## src/rtl/mcu_sequencer.sv

```systemverilog
// Top-level state sequencer for the TurtleMCU core: boot ROM->RAM copy, fetch/execute
// timing, RAM read latency and per-channel IN/OUT handshakes with optional timeout.
module mcu_sequencer #(
  parameter int ROM_DEPTH = 1024,
  parameter int RAM_LAT   = 1,
  parameter int NUM_IN    = 4,
  parameter int NUM_OUT   = 4,
  parameter int TIMEOUT   = 0,
  parameter int ROM_AW    = $clog2(ROM_DEPTH)
) (
  input  logic                clk,
  input  logic                rst_n,
  input  logic [2:0]          op_class,
  input  logic [3:0]          op_chan,
  input  logic                resume,
  input  logic [NUM_IN-1:0]   in_valid,
  output logic [NUM_IN-1:0]   in_ready,
  output logic [NUM_OUT-1:0]  out_valid,
  input  logic [NUM_OUT-1:0]  out_ready,
  output logic [ROM_AW-1:0]   rom_addr,
  output logic                rom_wr,
  output logic                exec,
  output logic                ram_rf_wb,
  output logic                ram_pc_wb,
  output logic                in_wb,
  output logic [3:0]          chan_sel,
  output logic                timeout,
  output logic                chan_err,
  output logic [3:0]          state_o
);

  typedef enum logic [3:0] {
    ST_RESET     = 4'd0,
    ST_LOAD_ROM  = 4'd1,
    ST_FETCH     = 4'd2,
    ST_EXECUTE   = 4'd3,
    ST_RAM_WAIT  = 4'd4,
    ST_RAM_RD_RF = 4'd5,
    ST_RAM_RD_PC = 4'd6,
    ST_INPUT     = 4'd7,
    ST_OUTPUT    = 4'd8,
    ST_HALT      = 4'd9
  } state_t;

  localparam logic [2:0] OP_RAM_RF = 3'd1;
  localparam logic [2:0] OP_RAM_PC = 3'd2;
  localparam logic [2:0] OP_IN     = 3'd3;
  localparam logic [2:0] OP_OUT    = 3'd4;
  localparam logic [2:0] OP_HALT   = 3'd5;

  // One counter serves fetch latency, RAM wait and handshake timeout; size it for the largest.
  localparam int CNT_MAX   = (TIMEOUT > RAM_LAT) ? ((TIMEOUT > 2) ? TIMEOUT : 2)
                                                 : ((RAM_LAT > 2) ? RAM_LAT : 2);
  localparam int CW        = $clog2(CNT_MAX + 1);
  localparam int FETCH_END = RAM_LAT - 1;
  localparam int WAIT_END  = (RAM_LAT > 1) ? (RAM_LAT - 2) : 0;
  localparam int TO_END    = (TIMEOUT > 0) ? (TIMEOUT - 1) : 0;
  localparam logic [ROM_AW-1:0] ROM_LAST = ROM_AW'(ROM_DEPTH - 1);

  state_t              state_r, state_s;
  logic [CW-1:0]       cnt_r, cnt_s;
  logic [3:0]          chan_sel_r, chan_sel_s;
  logic                is_pc_r, is_pc_s;
  logic                timeout_r, timeout_s;
  logic [ROM_AW-1:0]   rom_addr_r, rom_addr_s;
  logic [NUM_IN-1:0]   in_oh_s;
  logic [NUM_OUT-1:0]  out_oh_s;
  logic                in_hs_s, out_hs_s;
  logic                in_chan_ok_s, out_chan_ok_s;

  // Decode the latched channel into one-hot masks and detect handshakes.
  always_comb begin
    in_oh_s  = '0;
    out_oh_s = '0;
    for (int i = 0; i < NUM_IN; i++) begin
      in_oh_s[i] = (chan_sel_r == 4'(i));
    end
    for (int j = 0; j < NUM_OUT; j++) begin
      out_oh_s[j] = (chan_sel_r == 4'(j));
    end
    in_hs_s       = |(in_valid & in_oh_s);
    out_hs_s      = |(out_ready & out_oh_s);
    in_chan_ok_s  = ({1'b0, op_chan} < 5'(NUM_IN));
    out_chan_ok_s = ({1'b0, op_chan} < 5'(NUM_OUT));
  end

  // Next-state logic.
  always_comb begin
    state_s    = state_r;
    cnt_s      = cnt_r;
    chan_sel_s = chan_sel_r;
    is_pc_s    = is_pc_r;
    timeout_s  = 1'b0;
    rom_addr_s = rom_addr_r;
    case (state_r)
      ST_RESET: begin
        state_s    = ST_LOAD_ROM;
        rom_addr_s = '0;
      end
      ST_LOAD_ROM: begin
        if (rom_addr_r == ROM_LAST) begin
          state_s = ST_FETCH;
          cnt_s   = '0;
        end else begin
          rom_addr_s = rom_addr_r + ROM_AW'(1);
        end
      end
      ST_FETCH: begin
        if (cnt_r == CW'(FETCH_END)) begin
          state_s = ST_EXECUTE;
        end else begin
          cnt_s = cnt_r + CW'(1);
        end
      end
      ST_EXECUTE: begin
        chan_sel_s = op_chan;
        cnt_s      = '0;
        case (op_class)
          OP_RAM_RF, OP_RAM_PC: begin
            is_pc_s = (op_class == OP_RAM_PC);
            if (RAM_LAT == 1) begin
              state_s = (op_class == OP_RAM_PC) ? ST_RAM_RD_PC : ST_RAM_RD_RF;
            end else begin
              state_s = ST_RAM_WAIT;
            end
          end
          OP_IN:   state_s = in_chan_ok_s ? ST_INPUT : ST_FETCH;
          OP_OUT:  state_s = out_chan_ok_s ? ST_OUTPUT : ST_FETCH;
          OP_HALT: state_s = ST_HALT;
          default: state_s = ST_FETCH;
        endcase
      end
      ST_RAM_WAIT: begin
        if (cnt_r == CW'(WAIT_END)) begin
          state_s = is_pc_r ? ST_RAM_RD_PC : ST_RAM_RD_RF;
        end else begin
          cnt_s = cnt_r + CW'(1);
        end
      end
      ST_RAM_RD_RF: begin
        // This cycle doubles as the first fetch cycle of the next instruction.
        if (RAM_LAT == 1) begin
          state_s = ST_EXECUTE;
        end else begin
          state_s = ST_FETCH;
          cnt_s   = CW'(1);
        end
      end
      ST_RAM_RD_PC: begin
        state_s = ST_FETCH;
        cnt_s   = '0;
      end
      ST_INPUT, ST_OUTPUT: begin
        // A handshake on the last permitted cycle takes priority over the timeout.
        if ((state_r == ST_INPUT) ? in_hs_s : out_hs_s) begin
          state_s = ST_FETCH;
          cnt_s   = '0;
        end else if ((TIMEOUT > 0) && (cnt_r == CW'(TO_END))) begin
          state_s   = ST_FETCH;
          cnt_s     = '0;
          timeout_s = 1'b1;
        end else begin
          cnt_s = cnt_r + CW'(1);
        end
      end
      ST_HALT: begin
        if (resume) begin
          state_s = ST_FETCH;
          cnt_s   = '0;
        end else begin
          state_s = ST_HALT;
        end
      end
      default: begin
        state_s = ST_RESET;
        cnt_s   = '0;
      end
    endcase
  end

  // State and bookkeeping registers.
  always_ff @(posedge clk or negedge rst_n) begin
    if (!rst_n) begin
      state_r    <= ST_RESET;
      cnt_r      <= '0;
      chan_sel_r <= 4'd0;
      is_pc_r    <= 1'b0;
      timeout_r  <= 1'b0;
      rom_addr_r <= '0;
    end else begin
      state_r    <= state_s;
      cnt_r      <= cnt_s;
      chan_sel_r <= chan_sel_s;
      is_pc_r    <= is_pc_s;
      timeout_r  <= timeout_s;
      rom_addr_r <= rom_addr_s;
    end
  end

  // Output decode from the registered state.
  always_comb begin
    rom_wr    = (state_r == ST_LOAD_ROM);
    exec      = (state_r == ST_EXECUTE);
    ram_rf_wb = (state_r == ST_RAM_RD_RF);
    ram_pc_wb = (state_r == ST_RAM_RD_PC);
    in_ready  = (state_r == ST_INPUT) ? in_oh_s : '0;
    out_valid = (state_r == ST_OUTPUT) ? out_oh_s : '0;
    in_wb     = (state_r == ST_INPUT) && in_hs_s;
    chan_err  = (state_r == ST_EXECUTE) &&
                (((op_class == OP_IN) && !in_chan_ok_s) ||
                 ((op_class == OP_OUT) && !out_chan_ok_s));
    timeout   = timeout_r;
    chan_sel  = chan_sel_r;
    rom_addr  = rom_addr_r;
    state_o   = state_r;
  end

endmodule

```

## config.mk

```make
export PLATFORM = sky130hd
export DESIGN_NAME = mcu_sequencer
export DESIGN_NICKNAME = d
export VERILOG_FILES = /design/src/rtl/mcu_sequencer.sv
export SDC_FILE = /design/constraint.sdc
export NUM_CORES = 1
export LEC_CHECK = 0
export CAP_MARGIN = 15
export CORE_MARGIN = 4
export CORE_UTILIZATION = 41
export DETAILED_ROUTE_END_ITERATION = 12
export MAX_ROUTING_LAYER = met4
export PLACE_DENSITY = 0.87
export SYNTH_ARGS = -nofsm -noshare
export SYNTH_HDL_FRONTEND = slang
export SYNTH_SLANG_ARGS = --single-unit
```

## constraint.sdc

```tcl
create_clock -name clk -period 1.75 [get_ports clk]
set_clock_uncertainty 0.15 [all_clocks]
set_input_delay 0.2625 -clock clk [delete_from_list [all_inputs] [get_ports clk]]
set_output_delay 0.2625 -clock clk [all_outputs]
set_load 0.05 [all_outputs]
```

---- Yosys cells after proc, flatten, opt, wreduce, memory -nomap -nowiden ----
Index checks and enable logic that the tools add are counted.
operators by class
  add/subtract/negate cells ............... 2
  multipliers ............................. 0
  divide/modulo/power cells ............... 0
  order comparisons ....................... 1
  eq/ne operators ......................... 25
  shift-type cells ........................ 0
  multiplexer cells ....................... 21
  bitwise operators ....................... 3
  reductions and logical operators ........ 20
operators with widths
  operator                                                                      number
  4-bit one-hot mux with 9 select lines                                         1
  4-bit 2-to-1 mux                                                              8
  10-bit one-hot mux with 2 select lines                                        1
  4-bit by 2-bit == test with 1-bit output, second input constant               4
  4-bit by 3-bit == test with 1-bit output, second input constant               4
  4-bit one-hot mux with 4 select lines                                         1
  2-bit 2-to-1 mux                                                              6
  2-bit inequality test, second input constant                                  6
  10-bit by 1-bit adder with 10-bit output, second input constant               1
  10-bit == test, second input constant                                         1
  10-bit 2-to-1 mux                                                             1
  2-bit one-hot mux with 5 select lines                                         1
  4-bit bitwise AND                                                             2
  4-bit by 1-bit == test with 1-bit output, second input constant               2
  4-bit == test, second input constant                                          2
  4-bit logical NOT                                                             2
  4-bit AND reduction                                                           2
  2-bit OR reduction                                                            4
  4-bit OR reduction                                                            2
  3-bit by 2-bit == test with 1-bit output, second input constant               2
  3-bit == test, second input constant                                          2
  1-bit logical AND                                                             4
  4-bit by 3-bit less-than comparator with 1-bit output, second input constant  1
  2-bit AND reduction                                                           2
  other kinds (10)                                                              10
word-level totals
  register bits after elaboration ......... 21
  latch bits .............................. 0
  bits in writable memories ............... 0
  ROM bits ................................ 0
  bits of input ports ..................... 18
  logic and storage cells ................. 77
  memories ................................ 0

---- Longest topological paths before layout ----
  word-level depth ........................ 6
  gate-level depth with buffers ........... 7
  mapped depth without buffers ............ 5

---- Worst setup path after synthesis ----
OpenSTA, ideal clock, no wires.
  path type ............................... register -> output
  from .................................... register state_r[2], in the netlist state_o[2]
  to ...................................... output in_wb
  data arrival time ....................... 2442 ps
  slack ................................... -1105 ps
  stages on the path, launching flop included .. 5
  cell sequence ........................... dfrtp_1 -> nor2b_1 -> and3_1 -> nand2_1 -> a211oi_1
on the way
  longest elaborated chain between the ends .. 2
ends and longest elaborated chain
  element                                   line  RTL
  start: declaration                        60    state_t state_r, state_s;
  start signal: assignment                  191   state_r <= state_s;
  4-bit by 3-bit == test with 1-bit output  208   in_wb = (state_r == ST_INPUT) && in_hs_s;
  1-bit logical AND                         208
  end: declaration                          25    output logic in_wb,
Every way passes these cells.

---- Worst setup path after layout ----
  from .................................... register state_r[3], in the netlist state_o[3]
  to ...................................... register state_r[0], in the netlist state_o[0]
on the way
  longest elaborated chain between the ends .. 4
  elaborated cells on any way between the ends .. 18
ends and longest elaborated chain
  element                                                                           line
  4-bit by 3-bit == test with 1-bit output / 4-bit == test (equally long branches)  95, 155
  1-bit 2-to-1 mux / 2-bit OR reduction (equally long branches)                     155, 95
  2-bit inequality test (no line)                                                   --
  4-bit AND reduction (no line)                                                     --
Several ways; a longest one is shown, not always the timed one.
A chain may end at the register's enable or synchronous reset.

==> metrics.md <==
| Metric | Value |
|---|---|
| Clk_lat worst skew | `roughly 0.27 ns` |
| Warnings from Yosys | `0` |
| Vias in the first global route | `a little under 2000` |
| Synthesized flop and latch total | `21` |
| Root buffer cell | `clkbuf_8` |
| P_int | `700 uW` |
| # clock sinks | `21` |
| Worst-path clk slew | `approximately 0.090 ns` |
| Minimum clock period | `2.09 ns` |
| Ys flop type | `dfrtp_1` |
| Max-Cap Viols | `0` |
| Unique cell type count in the Yosys netlist | `48` |
| Mapped Cells | `roughly 180` |
| Critical Path Slowest Stage Cell | `dfrtp_2` |
| Pleak | `around 0.0013 uW` |
| I/O Buffers | `between 40 and 50` |
| Total Routed Length | `approximately 7.5 mm` |
| Largest net degree at the start of global routing | `22` |
| Tot GR Track Use | `roughly 30%` |
| Post-placement cell area | `about 0.0027 sq mm` |
| Hold WC Path Type | `input pin to asynchronous set/reset pin` |
| Final slew viol count | `0` |
| Slowest stage delay, CP | `approximately 0.47 ns` |
| Period utilisation layout | `119%` |
| Peak Freq | `roughly 0.48 GHz` |
| # diodes | `0` |
| Critical Path Stages | `8` |
| CORE AREA | `0.00344 sq mm` |
| H-tree levels | `1` |
| Switch share | `approximately a quarter` |
| Worst R2R Path Depth | `8` |
| Crit. End Element | `flip-flop` |
| HPWL Detailed | `about 4.0 mm` |
| CTS Buffer Depth | `2` |
| # hold bufs at CTS | `0` |
| Most frequent cells in the layout | `buf_4, buf_12, clkdlybuf4s50_1, nor2_1, dfrtp_1` |
| Worst EP arrival | `around 2.1 ns` |
| Initial drt markers | `about 180` |
| Die Wd | `about 69 microns` |
| Final WS setup | `-0.339 ns` |
| Antenna violations before repair | `0` |
| Area delta synth->final | `99.3%` |
| GRT overflow | `0` |
| Status | `finished with violations` |
| WP buf/inv | `4` |
| Nets | `slightly below 300` |
| Synth async-reset ratio | `100%` |
| Net Sw Power | `approximately 220 uW` |
| First-pass DRT Iterations | `5` |
| Finished Layout Cells | `roughly 320` |
| Residual DRC | `0` |
| CP Max Fanout | `7` |
| Synthesized area per cell | `~8.6 sq um` |
| Final Hold Violating Endpoints | `0` |
| Pwr/cell area | `~310 mW/mm^2` |
| First-pass GRT wire length | `just over 10 mm` |
| Post-Synthesis Cell Area | `0.00152 sq mm` |
| Total number of vias | `a little over 2000` |
| Crit-path cells | `buf_4 > nor4b_4 > buf_4 > buf_4 > o21ai_4 > o211ai_2 > buf_4 > mux2i_2` |
| Final instance area | `~0.0030 sq mm` |
| Gate power share | `between 10% and 20%` |
| CP required | `between 1.5 and 2 ns` |
| Failing checks | `negative setup slack` |
| Endpoints failing setup | `30` |
| RSZ-0062 raised after global routing | `true` |
| Antenna violation net count after detailed routing | `0` |
| Routed len/inst | `between 20 and 25 microns` |
| Number of synthesized flops with an enable pin | `0` |
| Clock share of power | `36.3%` |
| Die Area | `between 0.004 and 0.005 sq mm` |
| TritonCTS clock tree | `yes` |
| Seq pwr share | `a little over half` |
| Most used cell, CP | `buf_4` |
| Layout cells sized above 1 | `roughly 57%` |
| Placement row count | `21` |
| TritonCTS Buffers | `3` |
| Leading cell type in the layout, fill and taps excluded | `buf_4` |
| Crit Path Category | `flip-flop to flip-flop` |
| Via/cell ratio | `between 6 and 7` |
| Max VDD drop | `0.304 mV` |
| TNS Setup | `-7.08 ns` |
| IO Count | `51` |
| CP delay by family, top | `buffers and inverters` |
| Die H | `~69 microns` |
| RePlAce Congestion | `0.852` |
| Sequential-to-total area share from yosys stat | `~35%` |
| Crit path launch type | `flip-flop` |
| Starting density of the core | `between 40% and 50%` |
| Cells after DPL | `between 300 and 400` |
| Syn_nets | `just under 200` |
metrics by stage:
step	setup slack, ns	total power (uW)	hold slack [ns]	utilization, %
final	-0.339	925	0.226	87.8
after global routing	-0.381	951	0.250	87.8
after CTS	-0.251	905	0.208	85.8
after detailed placement	-0.310	588	0.358	78.1
after global placement	-0.201	585	0.325	78.1
after floorplan	-0.619	522	-0.183	-
logic make-up (layout without fill, tap and decap cells):
kind of cell | count (synthesis) | in the layout | synth area share [%]
AO/OA/AOI/OAI | 38 | 38 | 16.2
XOR/XNOR | 4 | 4 | 2.31
adder cells (fa/ha/maj) | 2 | 2 | 1.65
buffers and inverters | 17 | 112 | 5.53
flip-flops | 21 | 21 | 34.7
multiplexers | 13 | 13 | 9.41
other | 1 | 1 | 0.247
AND/OR/NAND/NOR | 80 | 80 | 30.0
repair_timing:
action	4_1_cts	5_1_grt
setup buffers	9	2
endpoints found under the setup margin	32	30
pin swaps	11	8
gates resized for setup	39	14
cell type report:
class	instances	area, sq um
clock buffer	4	45.0
fill	127	419
inverter	6	22.5
multi-input combinational	138	1190
sequential	21	537
tap	46	57.6
timing repair buffer	102	1170
cell usage after synthesis (all sizes together) (3+ instances only):
| master | number | area (sq um) |
|---|---|---|
| nand3 | 8 | 40.0 |
| nor3 | 5 | 25.0 |
| inv | 6 | 22.5 |
| nand2b | 4 | 25.0 |
| buf | 7 | 46.3 |
| dfrtp | 21 | 526 |
| o21ai | 11 | 58.8 |
| mux2 | 10 | 113 |
| clkbuf | 4 | 15.0 |
| nor2 | 23 | 86.3 |
| nor3b | 3 | 22.5 |
| and3 | 5 | 31.3 |
| mux2i | 3 | 30.0 |
| a21oi | 13 | 65.1 |
| nand2 | 13 | 48.8 |
| nand3b | 3 | 22.5 |
| or3 | 5 | 31.3 |
metal layers:
| layer | vias up | part of all wire [%] | global-route usage, % |
|---|---|---|---|
| li1 | 820 | - | - |
| met5 | - | 0 | - |
| met1 | 988 | 37 | 35.5 |
| met3 | 51 | 10 | 4.86 |
| met2 | 177 | 47 | 51.3 |
| met4 | 0 | 5.8 | 13.1 |
sequential cells by signal (all words and copies together) (netlist names):
signal,cells
state_o,4
is_pc_r,1
chan_sel,4
cnt_r,2
rom_addr,10
final timing paths:
kind	startpoint	end	slack [ns]
min in group clk	cnt_r[1]	cnt_r[1]	0.40
max in group asynchronous	rst_n	state_o[3]	0.98
worst min register to register	cnt_r[1]	cnt_r[1]	0.40
worst min-delay path	rst_n	chan_sel[3]	0.23
worst max register to register	state_o[3]	state_o[0]	-0.34
worst max-delay path	state_o[3]	state_o[0]	-0.34
power groups by stage:
stage | logic (uW) | clock network, uW | registers (uW)
finish | 105 | 336 | 485
floorplan | 27.3 | 0 | 494
global placement | 90.3 | 0 | 494
detailed placement | 94.0 | 0 | 494
global route | 111 | 355 | 485
CTS | 96.2 | 324 | 485
Note: power is estimated with default switching activity, not from simulation.
